$ cat config.mk
export PLATFORM = sky130hd
export DESIGN_NAME = pc
export DESIGN_NICKNAME = d
export VERILOG_FILES = /design/src/rtl/pc.sv
export SDC_FILE = /design/constraint.sdc
export NUM_CORES = 1
export LEC_CHECK = 0
export BUFFER_PORTS_ARGS = -buffer_cell sky130_fd_sc_hd__buf_2
export CORE_AREA = 4 4 41 43
export CTS_BUF_LIST = sky130_fd_sc_hd__clkbuf_4 sky130_fd_sc_hd__clkbuf_8
export DETAILED_ROUTE_END_ITERATION = 10
export DIE_AREA = 0 0 45 47
export GPL_TIMING_DRIVEN = 0
export PLACE_DENSITY_LB_ADDON = 0.3
export SYNTH_ARGS = -nofsm -noshare
export SYNTH_HDL_FRONTEND = slang
export SYNTH_SLANG_ARGS = --single-unit
$ cat constraint.sdc
create_clock -name clk -period 3.1 [get_ports clk]
set_input_delay 0.155 -clock clk [delete_from_list [all_inputs] [get_ports clk]]
set_output_delay 0.155 -clock clk [all_outputs]
set_load 0.01 [all_outputs]
$ cat src/rtl/pc.sv
// -----------------------------------------------------------------------------
// pc : program counter for the 4-bit CPU
//
// Holds the address of the current instruction and presents it to instruction
// memory. Every rising clock edge the counter either advances by one or, for a
// taken branch, moves by the sign-extended 4-bit offset in INS[7:4]. All
// arithmetic wraps modulo 2^PC_WIDTH.
//
// Ports
//   clk      in   1          system clock, rising-edge active
//   set_pc   in   1          synchronous active-high reset, forces PC to 0
//   alu_eq   in   1          ALU equality flag, condition for BEQ
//   INS      in   INS_WIDTH  current instruction word
//                            [10:8] opcode, [7:4] signed offset, [3:0] unused
//   PC_CURR  out  PC_WIDTH   current PC, straight from the register
//
// Build option
//   PC_JUMP_EN  when defined, opcode 3'b101 (JMP) is an unconditional relative
//               branch. When undefined, 3'b101 simply increments the PC.
// -----------------------------------------------------------------------------
module pc #(
  parameter int PC_WIDTH  = 4,
  parameter int INS_WIDTH = 11
) (
  input  logic                 clk,
  input  logic                 set_pc,
  input  logic                 alu_eq,
  input  logic [INS_WIDTH-1:0] INS,
  output logic [PC_WIDTH-1:0]  PC_CURR
);

  localparam int OFF_WIDTH = 4;

  typedef enum logic [2:0] {
    OP_BEQ = 3'b100,
    OP_JMP = 3'b101
  } opcode_e;

  logic [2:0]           opcode;
  logic [OFF_WIDTH-1:0] offset;
  logic [PC_WIDTH-1:0]  offset_ext;
  logic                 branch_taken;
  logic [PC_WIDTH-1:0]  pc_d;
  logic [PC_WIDTH-1:0]  pc_q;

  assign opcode = INS[10:8];
  assign offset = INS[7:4];

  // A size cast of a signed operand sign-extends, so this stays correct if
  // PC_WIDTH is ever widened beyond the offset field.
  assign offset_ext = PC_WIDTH'(signed'(offset));

  always_comb begin
    // NOTE: every combinational output gets a default first so no path leaves
    // it unassigned; an unassigned path would infer a latch.
    branch_taken = 1'b0;
    pc_d         = pc_q + PC_WIDTH'(1);

    if (opcode == OP_BEQ && alu_eq) begin
      branch_taken = 1'b1;
    end
`ifdef PC_JUMP_EN
    if (opcode == OP_JMP) begin
      branch_taken = 1'b1;
    end
`endif

    // Offset 0 on a taken branch holds the PC, giving a self-loop.
    if (branch_taken) begin
      pc_d = pc_q + offset_ext;
    end
  end

  // Reset is synchronous and outranks any branch presented on the same edge.
  always_ff @(posedge clk) begin
    // NOTE: state registers use non-blocking assignment so every flop samples
    // its inputs from before the edge, independent of statement order.
    if (set_pc) begin
      pc_q <= '0;
    end else begin
      pc_q <= pc_d;
    end
  end

  assign PC_CURR = pc_q;

endmodule

# --- Word-level counts from Yosys, hierarchy flattened ---
# Cells that the tools add are included.
op_classes:
  n_addsub: 2
  n_eq_ne: 1
  muxes: 2
  reduce_logical: 1
op_table:
  columns: ["op", "count"]
  rows:
  - ["4-bit by 1-bit adder with 4-bit output (second input constant)", 1]
  - ["4-bit adder", 1]
  - ["4-bit two-way mux", 1]
  - ["3-bit == test (second input constant)", 1]
  - ["1-bit logical AND", 1]
  - ["1-bit two-way mux", 1]
word_totals:
  ff_bits: 4
  out_inout_bits: 4
  wordCells: 7

# --- Depth between registers and ports, before layout ---
logic_depth:
  ltp_word: 4
  depth_mapped: 7

# --- Worst setup path after synthesis ---
# Ideal clock, no wire load.
synth_timing:
  kind: "input port to flip-flop"
  from: "input port INS[8]"
  to: "register pc_q[3] (netlist: PC_CURR[3])"
  setup_time_ns: 0.112
  t_arrival_ns: 1.514
  setup_slack_ns: 1.475
  path_stages: 7
  path_buffers: 0
  cell_sequence: "and4bb_1 or2b_1 ha_1 a21o_1 a21oi_1 xor3_1 nor2b_4"
synth_between:
  elab_chain_len: 4
synth_rtl:
  columns: ["element", "line", "source"]
  rows:
  - ["from (decl)", "28", "input logic [INS_WIDTH-1:0] INS,"]
  - ["3-bit == test", "59", "if (opcode == OP_BEQ && alu_eq) begin"]
  - ["1-bit logical AND", "59", null]
  - ["1-bit two-way mux", "59", null]
  - ["4-bit two-way mux", "69", "if (branch_taken) begin"]
  - ["to (signal assigned)", "81", "pc_q <= pc_d;"]
  - ["to (decl)", "44", "logic [PC_WIDTH-1:0] pc_q;"]
# No other way between the ends.
# A chain may end at the register's enable or synchronous reset.

# --- Final worst setup path ---
# Ends and elaborated chain as after synthesis.

==> summary.txt <==
Routing
  • First drt pass iteration count: 1
  • Via count: 204
  • Via/cell ratio: 3.92
  • Initial drt markers: 0
  • WL final: 461 um
  • Antenna viol nets, final: 0
  • Residual DRC: 0
  • Drt wl/cell: 8.87 um

Pwr
  • PwrDens: 434 nW/um^2
  • VDD IR max: 119 uV
  • Leakage: 0.201 nW

Logic synthesis
  • Synth top area cells: dfxtp_1 32%, ha_1 15%, xor3_1 9.5%
  • Mean Syn Cell Area: 12.0 um^2
  • Synth cell count leaders: 4 x dfxtp_1, 3 x ha_1, 2 x and2_2, 2 x nor2b_1
  • Leading area contributor after synthesis: dfxtp_1
  • Synthesized flop and latch total: 4
  • Async set-or-reset flop fraction in the synthesized netlist: 0%
  • Most common cell in the netlist: dfxtp_1
  • Syn. warnings: 0
  • Top cell type's share of synthesized area: 31.8%
  • Post-synthesis cell count: 21
  • Net Count, Synth: 39
  • Main synth FF type: dfxtp_1
  • EDFF count, synth: 0
  • Mapped Area: 251 um^2
  • Post-synthesis sequential area ratio: 31.8%
  • Unique masters post-synth: 14

STA
  • Clock skew: 1.83 ps
  • Setup violations, final: 0
  • Max Transition Viols Final: 0
  • RSZ-0062 raised after global routing: no
  • Fin crit period: 1610 ps
  • Total negative slack: 0 ps
  • Hold Vio Cnt, Final: 0
  • PnR worst setup slack: 1490 ps
  • Final period util: 52.0%
  • Rel. slew slack: 89.7%
  • Max frequency: 621 MHz
  • Least-Margin Pin Slew: 154 ps

Die
  • I/O Pins: 18
  • Core area: 1300 um^2
  • Die footprint: 2120 um^2
  • Die Wd: 45 um
  • Row cnt: 13
  • Initial Util: 19.3%
  • Die Height: 47 um

Cells and area
  • Area grow syn2layout: 42.3%
  • Layout cell share with drive strength beyond 1: 51.4%
  • # diodes: 0
  • Area of the multi-input gates: 171 um^2
  • Fillers: 154
  • Largest register FFs: 4
  • Area occupied by registers: 80.1 um^2
  • Final nets: 57

Clock tree
  • Longest Clk Path Bufs: 2
  • TritonCTS buffer count: 3
  • Worst-path clk slew: 30 ps
  • Hold-fix buffers, CTS: 0
  • CTS H-Tree Depth: 1
  • Root Buffer: clkbuf_4
  • TritonCTS clock tree: done
  • Setup Fix Bufs, Post-CTS: 0
  • Worst-Skew Late Latency: 230 ps
  • Num Clock Sinks: 4
  • Resized Gates After CTS: 0

Critical path
  • Setup crit end kind: flip-flop
  • Setup CP Type: in2reg
  • Cell Chain, Critical Path: buf_2, and4bb_1, or2b_1, ha_1, a21o_1, a21oi_1, xor3_1, nor2b_4
  • CP peak stage delay: 330 ps
  • Critical Path Start Type: input port
  • Crit path DAT: 1730 ps
  • CP max-delay cell: and4bb_1
  • Critical Path RT: 3220 ps
  • CP Max Fanout: 4

Job
  • Max-cap violation count: 0

Run status
  • Outcome: complete, no violations

GRT
  • Global router's overall resource usage: 5.06%
  • First-pass GRT wire length: 669 um
  • Largest net degree at the start of global routing: 5
  • Gr ovfl total: 0
  • Initial antenna violation count: 0
  • Vias in the first global route: 188

Placed design
  • Routability Congestion: 0.617
  • IO Port Bufs: 13
  • Pre-CTS setup slack: 1230 ps

Worst hold path
  • Worst hold path type: in2reg
worst max-delay path: cells and delay by family:
kind | cells | cell delay [ps]
AND/OR/NAND/NOR | 3 | 710
AO/OA/AOI/OAI | 2 | 350
XOR/XNOR | 1 | 230
adder cells (fa/ha/maj) | 1 | 200
buffers and inverters | 1 | 90
report_power, final:
part	switching (mW)	total, mW	internal (mW)	leakage, nW
Clock	0.0194	0.0626	0.0432	0.0138
Combinational	0.0131	0.0323	0.0191	0.154
Sequential	0.00339	0.0603	0.0569	0.0330
cells by family after synthesis:
family          share of synthesized area (%)
simple gates                             27.4
fa+ha+maj                                22.9
flops                                    31.8
compound gates                           4.97
xor+xnor                                 12.9
cells in the final DEF, fill, tap and decap left out, drive strengths merged:
master | synthesis | routed
and2 | 2 | 2
dfxtp | 4 | 4
buf | 0 | 13
a21oi | 1 | 1
or2b | 1 | 1
a21o | 1 | 1
ha | 3 | 3
fa | 1 | 1
xor3 | 1 | 1
xnor2 | 1 | 1
nand2 | 1 | 1
nor2 | 1 | 1
and4bb | 1 | 1
clkbuf | 0 | 3
nor2b | 3 | 3
layout make-up:
cell class                 count  area share, %
multi-input combinational     17           47.9
sequential                     4           22.4
timing repair buffer          13           18.2
clock buffer                   3           6.29
tap                           15           5.24
metal layers:
metal	vias to the layer above	wire length, um	track usage [%]
li1	103	-	-
met1	96	140	3.65
met2	5	302	8.47
met3	0	19	1.15
met4	0	0	8.77
met5	-	0	0
stage by stage:
step	std cells	area, um^2	hold slack [ps]	util [%]	total power, mW
floorplan	21	251	219	-	0.0796
global placement	49	335	395	25.8	0.0939
detailed placement	49	335	397	25.8	0.0941
CTS	52	358	147	27.5	0.161
global route	52	358	168	27.5	0.165
finish	52	358	150	27.5	0.155
final timing paths:
kind	to	slack, ps	cells after the start	from
setup / recovery	PC_CURR[3]	1490	8	INS[8]
hold / removal	PC_CURR[3]	150	2	set_pc
setup reg to reg	PC_CURR[3]	1690	5	PC_CURR[1]
hold reg to reg	PC_CURR[0]	590	2	PC_CURR[0]
Note: power is estimated with default switching activity, not from simulation.
